==> config.mk <==
export PLATFORM = sky130hd
export DESIGN_NAME = ebus_arbiter
export DESIGN_NICKNAME = d
export VERILOG_FILES = /design/src/rtl/ebus_arb_pkg.sv /design/src/rtl/ebus_rr_pick.sv /design/src/rtl/ebus_arbiter.sv
export SDC_FILE = /design/constraint.sdc
export NUM_CORES = 1
export LEC_CHECK = 0
export BUFFER_PORTS_ARGS = -buffer_cell sky130_fd_sc_hd__buf_2
export CELL_PAD_IN_SITES_DETAIL_PLACEMENT = 0
export CELL_PAD_IN_SITES_GLOBAL_PLACEMENT = 1
export CORE_ASPECT_RATIO = 1.2
export CORE_UTILIZATION = 38
export DETAILED_ROUTE_END_ITERATION = 8
export HOLD_SLACK_MARGIN = 0.02
export PLACE_DENSITY = 0.72
export SYNTH_ARGS = -nofsm -noshare
export SYNTH_HDL_FRONTEND = slang
export SYNTH_SLANG_ARGS = --single-unit
==> constraint.sdc <==
create_clock -name clk -period 2.7 [get_ports clk]
set_input_delay 0.405 -clock clk [delete_from_list [all_inputs] [get_ports clk]]
set_output_delay 0.405 -clock clk [all_outputs]
set_load 0.03 [all_outputs]
==> src/rtl/ebus_arb_pkg.sv <==
// Shared definitions for the EBUS arbiter and the EBUS data mux.
// Unit indices fix the mux ordering, so grant bit i always selects the same unit.
package ebus_arb_pkg;

    typedef enum logic [1:0] {
        ARB_IDLE,
        ARB_GRANT,
        ARB_TURN
    } arbState_t;

    // Width of a binary requester index (covers up to 16 requesters)
    localparam int IDX_W = 4;

    // Requester positions on the EBUS mux
    localparam int APR_IDX = 0;
    localparam int CON_IDX = 1;
    localparam int CRA_IDX = 2;
    localparam int CTL_IDX = 3;
    localparam int DTE_IDX = 4;
    localparam int EDP_IDX = 5;
    localparam int IR_IDX  = 6;
    localparam int MBZ_IDX = 7;
    localparam int MTR_IDX = 8;
    localparam int PIC_IDX = 9;
    localparam int SCD_IDX = 10;
    localparam int SHM_IDX = 11;
    localparam int VMA_IDX = 12;

endpackage

==> src/rtl/ebus_rr_pick.sv <==
// Combinational winner selection for the EBUS arbiter.
// The priority unit wins outright whenever it requests; otherwise the first
// requester at or above rr_ptr wins, wrapping around to the lowest requester.
module ebus_rr_pick
    import ebus_arb_pkg::*;
#(
    parameter int NREQ     = 13,
    parameter int PRIO_IDX = 9
) (
    input  logic [NREQ-1:0]  req,
    input  logic [IDX_W-1:0] rr_ptr,
    output logic [NREQ-1:0]  win_onehot,
    output logic [IDX_W-1:0] win_idx,
    output logic             win_valid
);

    logic [NREQ-1:0] upper_req;
    logic [NREQ-1:0] cand;

    // Requests at or above the round-robin pointer get first claim
    generate
        for (genvar gi = 0; gi < NREQ; gi++) begin : g_upper
            assign upper_req[gi] = req[gi] && (IDX_W'(gi) >= rr_ptr);
        end
    endgenerate

    // Fall back to the lowest request overall when nothing sits above the pointer
    assign cand      = (|upper_req) ? upper_req : req;
    assign win_valid = |req;

    // Priority unit first, else lowest set candidate bit
    always_comb begin
        win_idx = '0;
        if (req[PRIO_IDX]) begin
            win_idx = IDX_W'(PRIO_IDX);
        end else begin
            for (int i = NREQ - 1; i >= 0; i--) begin
                if (cand[i]) begin
                    win_idx = IDX_W'(i);
                end
            end
        end
    end

    // Decode the chosen index back to a one-hot select
    generate
        for (genvar gi = 0; gi < NREQ; gi++) begin : g_onehot
            assign win_onehot[gi] = win_valid && (win_idx == IDX_W'(gi));
        end
    endgenerate

endmodule

==> src/rtl/ebus_arbiter.sv <==
// EBUS ownership arbiter: grants one requester at a time, forces a single
// zero-grant turnaround cycle between owners, revokes owners that hold the bus
// too long, and flags any unit driving the bus without a grant.
module ebus_arbiter
    import ebus_arb_pkg::*;
#(
    parameter int NREQ     = 13,
    parameter int PRIO_IDX = 9,
    parameter int HOLD_MAX = 63
) (
    input  logic             clk,
    input  logic             rst_n,
    input  logic [NREQ-1:0]  req,
    input  logic [NREQ-1:0]  driving,
    output logic [NREQ-1:0]  grant,
    output logic [IDX_W-1:0] grantIdx,
    output logic             busy,
    output logic             holdErr,
    output logic             conflictErr,
    input  logic             errClr
);

    localparam int CNT_W = (HOLD_MAX < 1) ? 1 : $clog2(HOLD_MAX + 1);

    arbState_t        state_reg, state_next;
    logic [NREQ-1:0]  grant_reg, grant_next;
    logic [NREQ-1:0]  prev_grant_reg;
    logic [IDX_W-1:0] idx_reg, idx_next;
    logic [CNT_W-1:0] hold_cnt_reg, hold_cnt_next;
    logic [IDX_W-1:0] rr_ptr_reg, rr_ptr_next;
    logic             hold_err_reg, hold_err_next;
    logic             conflict_err_reg;

    logic [NREQ-1:0]  win_onehot;
    logic [IDX_W-1:0] win_idx;
    logic             win_valid;
    logic             owner_req;
    logic             hold_done;
    logic             conflict_set;

    ebus_rr_pick #(
        .NREQ     (NREQ),
        .PRIO_IDX (PRIO_IDX)
    ) u_pick (
        .req        (req),
        .rr_ptr     (rr_ptr_reg),
        .win_onehot (win_onehot),
        .win_idx    (win_idx),
        .win_valid  (win_valid)
    );

    assign owner_req = |(req & grant_reg);
    // hold_cnt counts grant cycles already completed; the current cycle is the HOLD_MAX-th
    assign hold_done = (hold_cnt_reg >= CNT_W'(HOLD_MAX - 1));
    // The previous owner gets one cycle after grant falls to release its drivers
    assign conflict_set = |(driving & ~(grant_reg | prev_grant_reg));

    // Next-state, grant and bookkeeping decisions
    always_comb begin
        state_next    = state_reg;
        grant_next    = grant_reg;
        idx_next      = idx_reg;
        hold_cnt_next = hold_cnt_reg;
        rr_ptr_next   = rr_ptr_reg;
        hold_err_next = errClr ? 1'b0 : hold_err_reg;

        case (state_reg)
            ARB_IDLE, ARB_TURN: begin
                if (win_valid) begin
                    state_next    = ARB_GRANT;
                    grant_next    = win_onehot;
                    idx_next      = win_idx;
                    hold_cnt_next = '0;
                    if (win_idx != IDX_W'(PRIO_IDX)) begin
                        rr_ptr_next = (win_idx == IDX_W'(NREQ - 1)) ? '0 : win_idx + IDX_W'(1);
                    end
                end else begin
                    state_next = ARB_IDLE;
                    grant_next = '0;
                    idx_next   = '0;
                end
            end
            ARB_GRANT: begin
                if (hold_cnt_reg != CNT_W'(HOLD_MAX)) begin
                    hold_cnt_next = hold_cnt_reg + CNT_W'(1);
                end
                if (!owner_req || hold_done) begin
                    state_next = ARB_TURN;
                    grant_next = '0;
                    idx_next   = '0;
                    // Only a forced revoke counts as an overrun
                    if (owner_req) begin
                        hold_err_next = 1'b1;
                    end
                end
            end
            default: begin
                state_next = ARB_IDLE;
                grant_next = '0;
                idx_next   = '0;
            end
        endcase
    end

    // State register; reset drops any grant immediately
    always_ff @(posedge clk or negedge rst_n) begin
        if (!rst_n) begin
            state_reg        <= ARB_IDLE;
            grant_reg        <= '0;
            prev_grant_reg   <= '0;
            idx_reg          <= '0;
            hold_cnt_reg     <= '0;
            rr_ptr_reg       <= '0;
            hold_err_reg     <= 1'b0;
            conflict_err_reg <= 1'b0;
        end else begin
            state_reg      <= state_next;
            grant_reg      <= grant_next;
            prev_grant_reg <= grant_reg;
            idx_reg        <= idx_next;
            hold_cnt_reg   <= hold_cnt_next;
            rr_ptr_reg     <= rr_ptr_next;
            hold_err_reg   <= hold_err_next;
            // A new conflict takes precedence over a clear in the same cycle
            if (conflict_set) begin
                conflict_err_reg <= 1'b1;
            end else if (errClr) begin
                conflict_err_reg <= 1'b0;
            end
        end
    end

    assign grant       = grant_reg;
    assign grantIdx    = idx_reg;
    assign busy        = |grant_reg;
    assign holdErr     = hold_err_reg;
    assign conflictErr = conflict_err_reg;

endmodule
======== After elaboration in Yosys (flattened, before gate mapping) ========
Cells that the tools add are included.
word-level totals
  register bits ........................... 44
  bits of input ports ..................... 29
  output and inout port bits .............. 20
  word-level logic and storage cells ...... 121
cells by class
  add/sub/neg operators ................... 2
  magnitude comparators ................... 14
  equality and inequality tests ........... 19
  muxes and demuxes ....................... 34
  bitwise gates (word level) .............. 4
  reduce and logical (&&, ||, !) cells .... 40
operator list
  kind                                                              count
  two-way mux 4 bit                                                 17
  OR reduction 13 bit                                               5
  two-way mux 13 bit                                                3
  AND 13 bit                                                        2
  logical AND 1 bit                                                 26
  one-hot mux 13 bit (2 select lines)                               1
  equality test 4 bit, second input constant                        5
  greater-or-equal comparator 4 bit, first input constant           5
  equality test 4 x 3 -> 1 bit, second input constant               4
  greater-or-equal comparator 3 x 4 -> 1 bit, first input constant  4
  NOT 13 bit                                                        1
  OR 13 bit                                                         1
  two-way mux 6 bit                                                 2
  one-hot mux 6 bit (2 select lines)                                1
  equality test 4 x 2 -> 1 bit, second input constant               2
  greater-or-equal comparator 1 x 4 -> 1 bit, first input constant  2
  greater-or-equal comparator 2 x 4 -> 1 bit, first input constant  2
  one-hot mux 4 bit (2 select lines)                                1
  two-way mux 1 bit                                                 7
  adder 6 x 1 -> 6 bit, second input constant                       1
  greater-or-equal comparator 6 bit, second input constant          1
  inequality test 6 bit, second input constant                      1
  AND reduction 3 bit                                               2
  adder 4 x 1 -> 4 bit, second input constant                       1
  other kinds (14)                                                  16

======== Longest topological paths before layout ========
Gate-level depths: netlist (run 1).
  word-level depth ........................ 22
  mapped depth ............................ 13

======== Hierarchy ========
From an unflattened synthesis (run 1), not the netlist that was laid out.
unflattened totals
  cells, all modules ...................... 296
  area, all modules ....................... 2716.4 um^2
modules (own cells, without submodules)
  module        times used  cells an instance  area each (um^2)  sequential area each (um^2)
  ebus_arbiter  1           159                1866.8            1101.1
  ebus_rr_pick  1           137                849.6             0.0

======== Worst setup path before layout (run 1) ========
OpenSTA, ideal clock, no wires.
  path kind ............................... input to register
  from .................................... input port req[10]
  to ...................................... register rr_ptr_reg[2]
  arrival ................................. 2.829 ns
  data required time ...................... 2.610 ns
  slack ................................... -0.219 ns
  cell stages on the path ................. 13
  cells stage by stage .................... buf_6 > nor2b_4 > a222oi_1 > and4_1 > buf_6 > nand3_2 > a311oi_1 > a211oi_4 > o21bai_2 > ha_1 > inv_1 > o31a_1 > o221ai_1
between the ends
  longest elaborated chain between the ends .. 19
ends and longest elaborated chain
  element                                                          line                 source
  from (decl)                                                      ebus_arbiter.sv:13   input logic [NREQ-1:0] req,
  logical AND 1 bit                                                ebus_rr_pick.sv:23   assign upper_req[gi] = req[gi] && (IDX_W'(gi) >= rr_ptr);
  OR reduction 13 bit                                              ebus_rr_pick.sv:28   assign cand = (|upper_req) ? upper_req : req;
  two-way mux 13 bit                                               ebus_rr_pick.sv:28
  two-way mux 4 bit (13 in series)                                 ebus_rr_pick.sv:38   if (cand[i]) begin
  two-way mux 4 bit                                                ebus_rr_pick.sv:34   if (req[PRIO_IDX]) begin
  adder 4 x 1 -> 4 bit (tied with other cells)                     ebus_arbiter.sv:75   rr_ptr_next = (win_idx == IDX_W'(NREQ - 1)) ? '0 : win_idx + IDX_W'(1);
  two-way mux 4 bit / AND reduction 3 bit (equally long branches)  --
  to (signal assigned)                                             ebus_arbiter.sv:122  rr_ptr_reg <= rr_ptr_next;
  to (decl)                                                        ebus_arbiter.sv:30   logic [IDX_W-1:0] rr_ptr_reg, rr_ptr_next;
Parallel ways exist; a longest one is shown, timed or not.
A chain may end at the register's enable or synchronous reset.

======== Worst setup path after layout (run 1) ========
  from .................................... register rr_ptr_reg[0]
  to ...................................... register grant_reg[0], in the netlist grant[0]
between the ends
  longest elaborated chain between the ends .. 22
ends and longest elaborated chain
  element                                                             line                 source
  greater-or-equal comparator 1 x 4 -> 1 bit (tied with other cells)  ebus_rr_pick.sv:23
  logical AND 1 bit                                                   ebus_rr_pick.sv:23
  OR reduction 13 bit                                                 ebus_rr_pick.sv:28
  two-way mux 13 bit (*)                                              ebus_rr_pick.sv:28
  two-way mux 4 bit (12 in series)                                    ebus_rr_pick.sv:38
  two-way mux 4 bit (*)                                               ebus_rr_pick.sv:38
  two-way mux 4 bit (*)                                               ebus_rr_pick.sv:34
  logical NOT 4 bit (*)                                               ebus_rr_pick.sv:48   assign win_onehot[gi] = win_valid && (win_idx == IDX_W'(gi));
  logical AND 1 bit (*)                                               ebus_rr_pick.sv:48
  two-way mux 13 bit (*)                                              ebus_arbiter.sv:69   if (win_valid) begin
  one-hot mux 13 bit (2 select lines) (*)                             ebus_arbiter.sv:67   case (state_reg)
  to (signal assigned)                                                ebus_arbiter.sv:118  grant_reg <= grant_next;
  to (decl)                                                           ebus_arbiter.sv:26   logic [NREQ-1:0] grant_reg, grant_next;
Mark *: on every way between the ends. The rest lies on a longest branch, timed or not.

==> results of run 1 <==
==> layer usage <==
| metal | wire [um] | track usage (%) | up-vias |
|---|---|---|---|
| met5 | 0 | 0 | - |
| met4 | 278 | 10.5 | 0 |
| met3 | 414 | 3.61 | 25 |
| met2 | 4400 | 42.7 | 97 |
| met1 | 3680 | 30.0 | 1310 |
| li1 | - | - | 1310 |
==> power by group through the flow <==
| stage | Combinational (mW) | Sequential (mW) | Clock [mW] |
|---|---|---|---|
| after global placement | 1.86 | 0.994 | 0 |
| final | 2.43 | 0.983 | 0.533 |
| after floorplan | 1.05 | 1.05 | 0 |
| after global routing | 2.59 | 1.00 | 0.572 |
| after CTS | 2.11 | 0.975 | 0.543 |
| after detailed placement | 1.85 | 0.998 | 0 |
==> timing repair <==
item	CTS	global route
hold buffers	0	0
pin swaps	11	20
setup endpoints to repair	15	19
endpoints found under the hold margin	0	0
resized for setup	26	41
setup buffers	10	9
==> placed cells by master (no fill, tap or decap), types with 3 or more instances in the layout <==
cell type	count
sky130_fd_sc_hd__a21oi_1	9
sky130_fd_sc_hd__nand4_1	6
sky130_fd_sc_hd__nand2_1	26
sky130_fd_sc_hd__a22oi_1	12
sky130_fd_sc_hd__nand3_1	7
sky130_fd_sc_hd__clkbuf_8	6
sky130_fd_sc_hd__dfrtp_1	42
sky130_fd_sc_hd__nor2_1	36
sky130_fd_sc_hd__o211ai_1	4
sky130_fd_sc_hd__o21ai_0	16
sky130_fd_sc_hd__xor2_1	4
sky130_fd_sc_hd__nor2b_1	5
sky130_fd_sc_hd__nor4_1	4
sky130_fd_sc_hd__o21ai_1	3
sky130_fd_sc_hd__buf_6	5
sky130_fd_sc_hd__buf_4	65
sky130_fd_sc_hd__buf_2	49
sky130_fd_sc_hd__nor3_1	3
sky130_fd_sc_hd__inv_1	12
sky130_fd_sc_hd__o21ai_2	7
sky130_fd_sc_hd__o21a_1	5
==> cell type report <==
| type | instances | area (sq um) |
|---|---|---|
| clock inverters | 2 | 38.8 |
| multi-input cells | 220 | 1680 |
| well taps | 85 | 106 |
| inverters | 13 | 51.3 |
| flip-flops and latches | 44 | 1100 |
| repair buffers | 119 | 790 |
| clock buffers | 6 | 82.6 |
| fillers | 624 | 2720 |
==> final timing paths <==
path,endpoint,slack (ps),depth (start not counted)
hold / removal,prev_grant_reg[2],250,1
max in group asynchronous,rr_ptr_reg[2],1780,1
hold reg to reg,grantIdx[2],480,2
setup reg to reg,grant[0],-210,12
min in group clk,holdErr,320,2
setup / recovery,grant[0],-210,12
==> kinds of logic (layout without fill, tap and decap cells) <==
logic type	after synthesis	count (layout)	share of synthesized area [%]
compound gates	101	101	28.4
xor+xnor	4	4	1.33
fa+ha+maj	4	4	1.91
buf+inv	26	140	5.38
flops	44	44	41.9
simple gates	111	111	21.1
==> worst reg2reg max path: stages, from the launching register on <==
cell and delay, ps:
sky130_fd_sc_hd__dfrtp_1 440, sky130_fd_sc_hd__nand2_1 110, sky130_fd_sc_hd__a222oi_1 410, sky130_fd_sc_hd__and4_4 360
sky130_fd_sc_hd__buf_6 120, sky130_fd_sc_hd__a41oi_2 80, sky130_fd_sc_hd__o21a_1 230, sky130_fd_sc_hd__a211oi_4 300
sky130_fd_sc_hd__o21bai_4 120, sky130_fd_sc_hd__buf_4 150, sky130_fd_sc_hd__buf_4 120, sky130_fd_sc_hd__buf_4 150
sky130_fd_sc_hd__o31ai_2 240
==> reports/qor.yml, run 1 <==
cells_and_area:
  fin_util_pct: 58.7
  final_cells: 489
  insertedDiodeCount: 0
  design.final.nets: 436
  areaGrowthSynthToFinish_pct: 46.6
  post_route_cells_drive_above_1_share_pct: 44.8
  fin_area_sq_um: 3850
clock_network:
  cts_tree: "built"
  cts_inserted_buffers: 5
  htreeDepth: 2
  clock-root-buffer: "sky130_fd_sc_hd__clkbuf_8"
  ctsLongestPathBuffers: 2
  clock_insertion_delay_worst_skew_ps: 300
  cts_clock_pin_slew_for_the_worst_setup_and_hold_paths_ps: 90
  tritoncts_num_sinks: 44
synthesis:
  synthTopCellsByArea: "sky130_fd_sc_hd__dfrtp_1 42%, sky130_fd_sc_hd__nor2_1 5.3%, sky130_fd_sc_hd__o21ai_0 4.8%, sky130_fd_sc_hd__nand2_1 4.1%, sky130_fd_sc_hd__a22oi_1 3.4%"
  syn_area_sq_um: 2630
  number_of_synthesized_flops_with_an_enable_pin: 0
  syn_inst: 290
  yosys_register_bits: 44
  synth.yosys.warnings: 0
  yosysMostFrequentCell: "sky130_fd_sc_hd__dfrtp_1"
  synth.distinct_cells: 62
  yosys.area.top_type_share_pct: 41.9
  yosysTopAreaCell: "sky130_fd_sc_hd__dfrtp_1"
  ys_seq_area_share_pct: 41.9
  ys_top_cells_by_count: "44 x sky130_fd_sc_hd__dfrtp_1, 37 x sky130_fd_sc_hd__nor2_1, 29 x sky130_fd_sc_hd__nand2_1"
  postSynth.topFlopCell: "sky130_fd_sc_hd__dfrtp_1"
  ys_async_sr_fraction_pct: 100
  postSynthAreaPerCell_sq_um: 9.06
  synth_fp_nets: 323
critical_path:
  max_stage_delay_ps: 440
  crit_path_start: "rr_ptr_reg[0]"
  cp-start-kind: "flip-flop"
  worst-path-buf-inv: 4
  series_of_cell_instances_along_the_critical_path: "nand2_1 -> a222oi_1 -> and4_4 -> buf_6 -> a41oi_2 -> o21a_1 -> a211oi_4 -> o21bai_4 -> buf_4 -> buf_4 -> buf_4 -> o31ai_2"
  cp.required_ps: 2910
  path_common_cell: "sky130_fd_sc_hd__buf_4"
  critPathMaxFanout: 5
  critical_path_arrival_ps: 3120
  regToRegStartpoint: "rr_ptr_reg[0]"
  end_kind: "flip-flop"
  critPathSlowestCell: "sky130_fd_sc_hd__dfrtp_1"
  worst-setup-path-type: "reg2reg"
  critical-path-top-delay-family: "compound AO/OA/AOI/OAI gates"
place:
  place_inst: 464
  pre_cts_setup_slack_ps: -320
  place.detailed.hpwl_mm: 6.27
  gp_congestion: 0.883
  numPortBuffers: 48
  dpl-instance-area_sq_um: 3310
global_route:
  grt_pass1_vias: 2706
  groute.usage.overall_pct: 24.5
  grt_antenna_before_repair: 0
  grt_start_max_net_pins: 45
  grt_remaining_overflow: 0
  grt_first_pass_wirelength_mm: 13.5
die:
  die_area_sq_um: 7250
  io_pins: 49
  dieWidth_um: 77.9
  initial_core_util_pct: 40.0
  design.core.area_sq_um: 6570
  rows: 32
  die_y_um: 93.1
detailed_routing:
  routed_wl_mm: 8.77
  first_iter_violations: 148
  dr_total_vias: 2742
  wire_per_inst_um: 17.9
  drt_drc_violations_left: 0
  via_per_inst: 5.61
  drt-pass1-iter-count: 5
  drt.antenna.violating_nets: 0
pwr:
  sequentialPowerShare_pct: 24.9
  clock_power_share_pct: 13.5
  leakage_power_of_the_design_nw: 1.78
  switchingPower_mw: 1.75
  power.switching_fraction_pct: 44.2
  internal_power_mw: 2.20
  power.share.combinational_pct: 61.6
  peakVddDrop_mv: 0.569
  power-per-cell-area_nw_per_um2: 1020
  fin_total_pwr_mw: 3.95
status:
  outcome: "finished with violations"
  failed_checks: "setup timing"
sta:
  hold_slack_ps: 253
  rsz0062_at_grt: "yes"
  post-route-period-util_pct: 108
  finalClockSkew_ps: 6.67
  finalMaxSlewViolations: 0
  final-hold-violation-count: 0
  worst_slack_ps: -208
  max_slew.worst_pin.slew_ps: 961
  fin_tns_setup_ps: -1590
  final.min_clock_period_ps: 2910
  finalSetupViolations: 13
  relSlewSlack_pct: 35.9
  max_freq_mhz: 344
worst_hold_path:
  worst_hold_path_type: "in2async"
run:
  max_cap_violations: 0
Power figures use the tool's default switching activity.
==> inputs of run 2 (changes only) <==
--- a/config.mk
+++ b/config.mk
@@ -6,9 +6,11 @@
 export NUM_CORES = 1
 export LEC_CHECK = 0
 export BUFFER_PORTS_ARGS = -buffer_cell sky130_fd_sc_hd__buf_2
+export CAP_MARGIN = 30
 export CELL_PAD_IN_SITES_DETAIL_PLACEMENT = 0
 export CELL_PAD_IN_SITES_GLOBAL_PLACEMENT = 1
 export CORE_ASPECT_RATIO = 1.2
+export CORE_MARGIN = 8
 export CORE_UTILIZATION = 38
 export DETAILED_ROUTE_END_ITERATION = 8
 export HOLD_SLACK_MARGIN = 0.02
@@ -16,3 +18,4 @@
 export SYNTH_ARGS = -nofsm -noshare
 export SYNTH_HDL_FRONTEND = slang
 export SYNTH_SLANG_ARGS = --single-unit
+export TNS_END_PERCENT = 5
==> reports/qor.yml, run 2 (synthesis results as in run 1) <==
critical_path:
  number_of_cells_on_the_worst_reg_to_reg_path: 12  # unchanged
  worst_r2r_endpoint: "rr_ptr_reg[0]"  # was grant[0]
  critPathMaxFanout: 8  # was 5
  max_stage_delay_ps: 480  # was 440 ps
  series_of_cell_instances_along_the_critical_path: "o211ai_1 -> a222oi_1 -> buf_4 -> and4_4 -> and3_4 -> o21ai_1 -> a32o_2 -> o21bai_4 -> ha_4 -> inv_2 -> o31a_1 -> o32ai_1"  # was nand2_1 -> a222oi_1 -> and4_4 -> buf_6 -> a41oi_2 -> o21a_1 -> a211oi_4 -> o21bai_4 -> buf_4 -> buf_4 -> buf_4 -> o31ai_2
  cp.required_ps: 2900  # was 2910 ps
  cp-start-kind: "flip-flop"  # unchanged
  worst-setup-path-type: "reg2reg"  # unchanged
  regToRegStartpoint: "rr_ptr_reg[2]"  # was rr_ptr_reg[0]
  worst-r2r-setup-slack_ps: -80  # was -210 ps
  critical_path_arrival_ps: 2980  # was 3120 ps
  end_kind: "flip-flop"  # unchanged
  critPathSlowestCell: "sky130_fd_sc_hd__dfrtp_2"  # was sky130_fd_sc_hd__dfrtp_1
die:
  dieWidth_um: 91.9  # was 77.9 um
  design.core.area_sq_um: 6770  # was 6570 sq um
  rows: 33  # was 32
  initial_core_util_pct: 38.8  # was 40.0%
  io_pins: 49  # unchanged
  die_area_sq_um: 9840  # was 7250 sq um
  die_y_um: 107  # was 93.1 um
detailed_routing:
  routed_wl_mm: 8.59  # was 8.77 mm
  met2RoutedLength_mm: 4.32  # was 4.40 mm
  wire_per_inst_um: 18.2  # was 17.9 um
  route.layer.met1.wl_mm: 3.68  # about the same
  first_iter_violations: 159  # was 148
  drt.antenna.violating_nets: 0  # unchanged
  via_per_inst: 5.68  # was 5.61
  dr_total_vias: 2687  # was 2742
  drt_drc_violations_left: 0  # unchanged
  drt-pass1-iter-count: 4  # was 5
  met3WireLength_um: 392  # was 414 um
  highest-signal-layer: "met4"  # unchanged
clock_network:
  clock-root-buffer: "sky130_fd_sc_hd__clkbuf_8"  # unchanged
  clock_insertion_delay_worst_skew_ps: 300  # about the same
  ctsLongestPathBuffers: 2  # unchanged
  cts_inserted_buffers: 5  # unchanged
  htreeDepth: 2  # unchanged
  cts_tree: "built"  # unchanged
  tritoncts_num_sinks: 44  # unchanged
  cts_clock_pin_slew_for_the_worst_setup_and_hold_paths_ps: 90  # about the same
cells_and_area:
  design.final.nets: 418  # was 436
  fin_area_sq_um: 3540  # was 3850 sq um
  mostFrequentLayoutCells: "48 x sky130_fd_sc_hd__buf_2, 48 x sky130_fd_sc_hd__buf_4, 42 x sky130_fd_sc_hd__dfrtp_1"  # was 65 x sky130_fd_sc_hd__buf_4, 49 x sky130_fd_sc_hd__buf_2, 42 x sky130_fd_sc_hd__dfrtp_1
  post_route_cells_drive_above_1_share_pct: 36.8  # was 44.8%
  insertedDiodeCount: 0  # unchanged
  areaGrowthSynthToFinish_pct: 34.7  # was 46.6%
pwr:
  leakage_power_of_the_design_nw: 1.66  # was 1.78 nW
  sequentialPowerShare_pct: 28.0  # was 24.9%
  power.share.combinational_pct: 56.7  # was 61.6%
  peakVddDrop_mv: 0.589  # was 0.569 mV
  power.switching_fraction_pct: 44.0  # was 44.2%
  power-per-cell-area_nw_per_um2: 990  # was 1020 nW/um^2
  clock_power_share_pct: 15.3  # was 13.5%
  internal_power_mw: 1.96  # was 2.20 mW
  switchingPower_mw: 1.54  # was 1.75 mW
sta:
  worst_slack_ps: -83.2  # was -208 ps
  final.min_clock_period_ps: 2780  # was 2910 ps
  final-hold-violation-count: 0  # unchanged
  finalClockSkew_ps: 9.48  # was 6.67 ps
  relSlewSlack_pct: 60.3  # was 35.9%
  rsz0062_at_grt: "yes"  # unchanged
  hold_slack_ps: 331  # was 253 ps
  max_freq_mhz: 359  # was 344 MHz
  finalMaxSlewViolations: 0  # unchanged
  post-route-period-util_pct: 103  # was 108%
  finalSetupViolations: 6  # was 13
  max_slew.worst_pin.slew_ps: 594  # was 961 ps
status:
  failed_checks: "setup timing"  # unchanged
  outcome: "finished with violations"  # unchanged
place:
  place.detailed.hpwl_mm: 6.46  # was 6.27 mm
  pre_cts_setup_slack_ps: -366  # was -320 ps
  numPortBuffers: 48  # unchanged
  gp_congestion: 0.871  # was 0.883
  dpl-instance-area_sq_um: 3250  # was 3310 sq um
global_route:
  grt_pass1_vias: 2775  # was 2706
  grt_first_pass_wirelength_mm: 14.0  # was 13.5 mm
  groute.usage.overall_pct: 17.4  # was 24.5%
  grt_antenna_before_repair: 0  # unchanged
  grt_remaining_overflow: 0  # unchanged
  grt_start_max_net_pins: 45  # unchanged
worst_hold_path:
  min_path_cells: 2
  worstHoldEndpoint: "holdErr"
  holdCritStartpoint: "errClr"
  worst_hold_path_type: "in2reg"  # was in2async
run:
  max_cap_violations: 0  # unchanged
-- run 2: cell count changes in the layout (fill, tap and decap cells not counted), sizes merged --
cell         previous run  this run
and4                    3         4
buf                   119        99
dlygate4sd3             0         1
-- run 2: power by group through the flow --
stage	combinational (mW)	sequential [mW]	clock, mW
6_report	1.98	0.980	0.538
5_1_grt	2.17	1.00	0.572
4_1_cts	1.88	0.978	0.548
3_5_place_dp	1.81	0.989	0
3_3_place_gp	1.80	0.984	0
2_1_floorplan	1.05	1.05	0
-- run 2: stage by stage --
stage	instances	TNS, ps	total power [mW]	util [%]
2_1_floorplan	290	0	2.10	-
3_3_place_gp	457	-2150	2.78	47.9
3_5_place_dp	458	-3680	2.80	48.0
4_1_cts	469	-0.656	3.41	50.6
5_1_grt	473	-1990	3.74	52.2
6_report	473	-329	3.50	52.2
-- run 2: area by class of cell --
| cell class | count | area (sq um) |
|---|---|---|
| Clock buffer | 6 | 82.6 |
| Fill cell | 656 | 3230 |
| Tap cell | 87 | 109 |
| Timing Repair Buffer | 100 | 653 |
| Multi-Input combinational cell | 221 | 1500 |
| Inverter | 13 | 48.8 |
| Sequential cell | 44 | 1100 |
| Clock inverter | 2 | 38.8 |
-- run 2: timing repair --
| item | in CTS | in global routing |
|---|---|---|
| buffers inserted | 2 | 2 |
| gates cloned | 1 | 0 |
| pin swaps | 5 | 2 |
| setup endpoints to repair | 19 | 16 |
| resized for setup | 13 | 15 |
| hold buffers | 0 | 1 |
| hold endpoints to repair | 0 | 3 |
-- run 2: worst max-delay path, delay by kind of cell (launching register included) --
| kind | cells | cell delay [ps] |
|---|---|---|
| compound gates | 7 | 1340 |
| simple gates | 2 | 490 |
| flops | 1 | 480 |
| buf+inv | 2 | 220 |
| fa+ha+maj | 1 | 170 |
-- run 2: worst max-delay path by stage --
stage	startpoint	cells past startpoint	endpoint	slack, ps
final	rr_ptr_reg[2]	12	rr_ptr_reg[0]	-80
after global routing	rr_ptr_reg[0]	13	rr_ptr_reg[2]	-230
after CTS	rr_ptr_reg[3]	12	rr_ptr_reg[0]	-0.7
after detailed placement	req[10]	12	rr_ptr_reg[2]	-370
after global placement	req[10]	12	rr_ptr_reg[2]	-230
after floorplan	req[10]	13	rr_ptr_reg[2]	20
-- run 2: layer usage --
metal | vias to the layer above | track usage, %
li1 | 1287 | -
met1 | 1297 | 21.3
met2 | 81 | 29.0
met3 | 22 | 3.21
met4 | 0 | 7.50
met5 | - | 0
==> inputs of run 3 (changes only) <==
--- a/config.mk
+++ b/config.mk
@@ -17,5 +17,6 @@
 export PLACE_DENSITY = 0.72
 export SYNTH_ARGS = -nofsm -noshare
 export SYNTH_HDL_FRONTEND = slang
+export SYNTH_HIERARCHICAL = 1
 export SYNTH_SLANG_ARGS = --single-unit
 export TNS_END_PERCENT = 5
==> constraint.sdc (replaced) <==
create_clock -name clk -period 2.7 [get_ports clk]
set_input_delay 0.405 -clock clk [delete_from_list [all_inputs] [get_ports clk]]
set_output_delay 0.405 -clock clk [all_outputs]
set_load 0.02 [all_outputs]
==> reports/qor.yml, run 3 <==
critical_path:
  series_of_cell_instances_along_the_critical_path: "and2b_1 -> o21bai_1 -> a21oi_2 -> or4_4 -> buf_4 -> o21ai_4 -> a2bb2oi_2 -> o221a_2 -> inv_1 -> ha_4 -> nand2_4 -> o21ai_4 -> mux2_2"  # was o211ai_1 -> a222oi_1 -> buf_4 -> and4_4 -> and3_4 -> o21ai_1 -> a32o_2 -> o21bai_4 -> ha_4 -> inv_2 -> o31a_1 -> o32ai_1
  max_stage_delay_ps: 550  # was 480 ps
  critPathSlowestCell: "sky130_fd_sc_hd__or4_4"  # was sky130_fd_sc_hd__dfrtp_2
  cp.required_ps: 2890  # was 2900 ps
  critPathMaxFanout: 6  # was 8
  path_common_cell: "sky130_fd_sc_hd__o21ai_4"
  regToRegStartpoint: "rr_ptr_reg[1]"  # was rr_ptr_reg[2]
  worst-setup-path-type: "reg2reg"  # unchanged
  critical_path_arrival_ps: 3330  # was 2980 ps
  crit_path_start: "rr_ptr_reg[1]"  # was rr_ptr_reg[2]
  number_of_cells_on_the_worst_reg_to_reg_path: 13  # was 12
  worst-r2r-setup-slack_ps: -440  # was -80 ps
  cp-start-kind: "flip-flop"  # unchanged
  end_kind: "flip-flop"  # unchanged
cells_and_area:
  post_route_cells_drive_above_1_share_pct: 43.8  # was 36.8%
  seqCellArea_sq_um: 1100  # about the same
  fillerInstances: 640  # was 656
  design.final.nets: 446  # was 418
  multi_input_area_sq_um: 1690  # was 1500 sq um
  insertedDiodeCount: 0  # unchanged
  mostFrequentLayoutCell: "sky130_fd_sc_hd__buf_4"
  mostFrequentLayoutCells: "66 x sky130_fd_sc_hd__buf_4, 48 x sky130_fd_sc_hd__buf_2, 41 x sky130_fd_sc_hd__dfrtp_1"  # was 48 x sky130_fd_sc_hd__buf_2, 48 x sky130_fd_sc_hd__buf_4, 42 x sky130_fd_sc_hd__dfrtp_1
  areaGrowthSynthToFinish_pct: 43.2  # was 34.7%
sta:
  worst_slack_ps: -437  # was -83.2 ps
  post-route-period-util_pct: 116  # was 103%
  finalClockSkew_ps: 11.4  # was 9.48 ps
  final-hold-violation-count: 0  # unchanged
  hold_slack_ps: 344  # was 331 ps
  finalSetupViolations: 18  # was 6
  final.min_clock_period_ps: 3140  # was 2780 ps
  rsz0062_at_grt: "yes"  # unchanged
  max_freq_mhz: 319  # was 359 MHz
  finalMaxSlewViolations: 0  # unchanged
  max_slew.worst_pin.slew_ps: 890  # was 594 ps
  fin_tns_setup_ps: -4830  # was -329 ps
  relSlewSlack_pct: 40.5  # was 60.3%
synthesis:
  synth.yosys.warnings: 6  # was 0
  syn_inst: 296  # was 290
  syn_area_sq_um: 2720  # was 2630 sq um
  postSynthAreaPerCell_sq_um: 9.18  # was 9.06 sq um
  number_of_synthesized_flops_with_an_enable_pin: 0  # unchanged
  synthTopCellsByArea: "sky130_fd_sc_hd__dfrtp_1 41%, sky130_fd_sc_hd__a22o_1 5.5%, sky130_fd_sc_hd__a21oi_1 4.4%, sky130_fd_sc_hd__nor2_1 4.1%, sky130_fd_sc_hd__a22oi_1 3.3%"  # was sky130_fd_sc_hd__dfrtp_1 42%, sky130_fd_sc_hd__nor2_1 5.3%, sky130_fd_sc_hd__o21ai_0 4.8%, sky130_fd_sc_hd__nand2_1 4.1%, sky130_fd_sc_hd__a22oi_1 3.4%
  synth.distinct_cells: 66  # was 62
  postSynth.topFlopCell: "sky130_fd_sc_hd__dfrtp_1"  # unchanged
  yosysTopAreaCell: "sky130_fd_sc_hd__dfrtp_1"  # unchanged
  ys_async_sr_fraction_pct: 100  # unchanged
  yosysMostFrequentCell: "sky130_fd_sc_hd__dfrtp_1"  # unchanged
  yosys_register_bits: 44  # unchanged
  synth_fp_nets: 330  # was 323
  ys_seq_area_share_pct: 40.5  # was 41.9%
  ys_top_cells_by_count: "44 x sky130_fd_sc_hd__dfrtp_1, 30 x sky130_fd_sc_hd__nor2_1, 24 x sky130_fd_sc_hd__a21oi_1"  # was 44 x sky130_fd_sc_hd__dfrtp_1, 37 x sky130_fd_sc_hd__nor2_1, 29 x sky130_fd_sc_hd__nand2_1
  yosys.area.top_type_share_pct: 40.5  # was 41.9%
clock_network:
  cts_tree: "built"  # unchanged
  clock_insertion_delay_worst_skew_ps: 300  # about the same
  htreeDepth: 2  # unchanged
  cts_inserted_buffers: 5  # unchanged
  cts_clock_pin_slew_for_the_worst_setup_and_hold_paths_ps: 80  # was 90 ps
  tritoncts_num_sinks: 44  # unchanged
  ctsLongestPathBuffers: 2  # unchanged
  clock-root-buffer: "sky130_fd_sc_hd__clkbuf_8"  # unchanged
global_route:
  grt_antenna_before_repair: 0  # unchanged
  grt_remaining_overflow: 0  # unchanged
  grt_start_max_net_pins: 45  # unchanged
  grt_pass1_vias: 2757  # was 2775
  grt_first_pass_wirelength_mm: 14.2  # was 14.0 mm
  groute.usage.overall_pct: 17.6  # was 17.4%
die:
  dieWidth_um: 93.2  # was 91.9 um
  design.core.area_sq_um: 6900  # was 6770 sq um
  rows: 33  # unchanged
  die_area_sq_um: 10100  # was 9840 sq um
  die_y_um: 109  # was 107 um
  io_pins: 49  # unchanged
  initial_core_util_pct: 39.4  # was 38.8%
detailed_routing:
  dr_total_vias: 2752  # was 2687
  routed_wl_mm: 8.64  # was 8.59 mm
  drt.antenna.violating_nets: 0  # unchanged
  drt-pass1-iter-count: 4  # unchanged
  drt_drc_violations_left: 0  # unchanged
  first_iter_violations: 110  # was 159
  wire_per_inst_um: 17.3  # was 18.2 um
  via_per_inst: 5.50  # was 5.68
run:
  max_cap_violations: 0  # unchanged
status:
  outcome: "finished with violations"  # unchanged
  failed_checks: "setup timing"  # unchanged
place:
  numPortBuffers: 48  # unchanged
  pre_cts_setup_slack_ps: -727  # was -366 ps
  place.detailed.hpwl_mm: 6.58  # was 6.46 mm
  gp_congestion: 0.889  # was 0.871
worst_hold_path:
  min_path_cells: 2  # unchanged
  holdCritStartpoint: "errClr"  # unchanged
  worst_hold_path_type: "in2reg"  # unchanged
pwr:
  peakVddDrop_mv: 0.429  # was 0.589 mV
  leakage_power_of_the_design_nw: 1.81  # was 1.66 nW
  power-per-cell-area_nw_per_um2: 1040  # was 990 nW/um^2
-- run 3: cell types whose count changed after synthesis, moves of 4 or more --
| cell | change |
|---|---|
| sky130_fd_sc_hd__a211oi_1 | +5 |
| sky130_fd_sc_hd__nand2_1 | -10 |
| sky130_fd_sc_hd__a21oi_1 | +13 |
| sky130_fd_sc_hd__o21ai_0 | -15 |
| sky130_fd_sc_hd__o21a_1 | -5 |
| sky130_fd_sc_hd__xor2_1 | -4 |
| sky130_fd_sc_hd__o21ai_1 | +4 |
| sky130_fd_sc_hd__a22o_1 | +15 |
| sky130_fd_sc_hd__mux2i_1 | +4 |
| sky130_fd_sc_hd__nor2_1 | -7 |
-- run 3: worst paths after layout --
check | end
min in group asynchronous | prev_grant_reg[8]
max in group asynchronous | rr_ptr_reg[1]
max | rr_ptr_reg[1]
max reg2reg | rr_ptr_reg[1]
min | holdErr
min reg2reg | prev_grant_reg[5]
-- run 3: cell families after synthesis --
group | after synthesis | synth area share (%)
and+or+nand+nor | 104 | 20.3
muxes | 5 | 1.89
xor gates and xnor gates | 2 | 0.645
DFF | 44 | 40.5
adders and majority gates | 5 | 2.30
buffers and inverters | 27 | 5.02
AOI/OAI and AO/OA | 109 | 29.3
-- run 3: power breakdown --
| part | switching, mW | leakage [nW] | internal [mW] |
|---|---|---|---|
| Sequential | 0.184 | 0.583 | 0.830 |
| Clock | 0.213 | 0.0445 | 0.208 |
| Combinational | 1.37 | 1.18 | 1.25 |
-- run 3: cell type report --
class                           count  share of cell area [%]
Clock buffer                        7                    2.22
Clock inverter                      1                   0.193
Inverter                           14                    1.42
Multi-Input combinational cell    225                    43.4
Sequential cell                    44                    28.4
Tap cell                           87                    2.80
Timing Repair Buffer              122                    21.5
-- run 3: routing by layer --
layer  vias up  GRT usage (%)  part of all wire (%)
li1       1345              -                     -
met1      1301           20.3                    42
met2        84           30.4                    49
met3        22           3.23                   5.3
met4         0           9.57                   4.1
met5         -              0                     0
-- run 3: worst max-delay path, delay by kind of cell (launching register included) --
family	cells	cell delay, ps
multiplexers	1	350
flip-flops	1	450
AO/OA/AOI/OAI	6	950
adder cells (fa/ha/maj)	1	160
buffers and inverters	2	310
AND/OR/NAND/NOR	3	800
-- run 3: timing repair --
| item | in CTS | in global routing |
|---|---|---|
| hold buffers | 0 | 1 |
| endpoints found under the hold margin | 0 | 1 |
| setup buffers | 5 | 1 |
| pin swaps | 17 | 13 |
| gates resized for setup | 43 | 11 |
| setup endpoints to repair | 20 | 19 |
-- run 3: stage by stage --
stage               power (mW)  utilization [%]  instance area, sq um  std cells
detailed placement        3.22             50.5                  3480        484
global placement          3.19             50.5                  3480        484
global route              4.35             56.4                  3890        500
CTS                       3.95             55.0                  3790        497
floorplan                 2.29                -                  2720        296
finish                    4.06             56.4                  3890        500
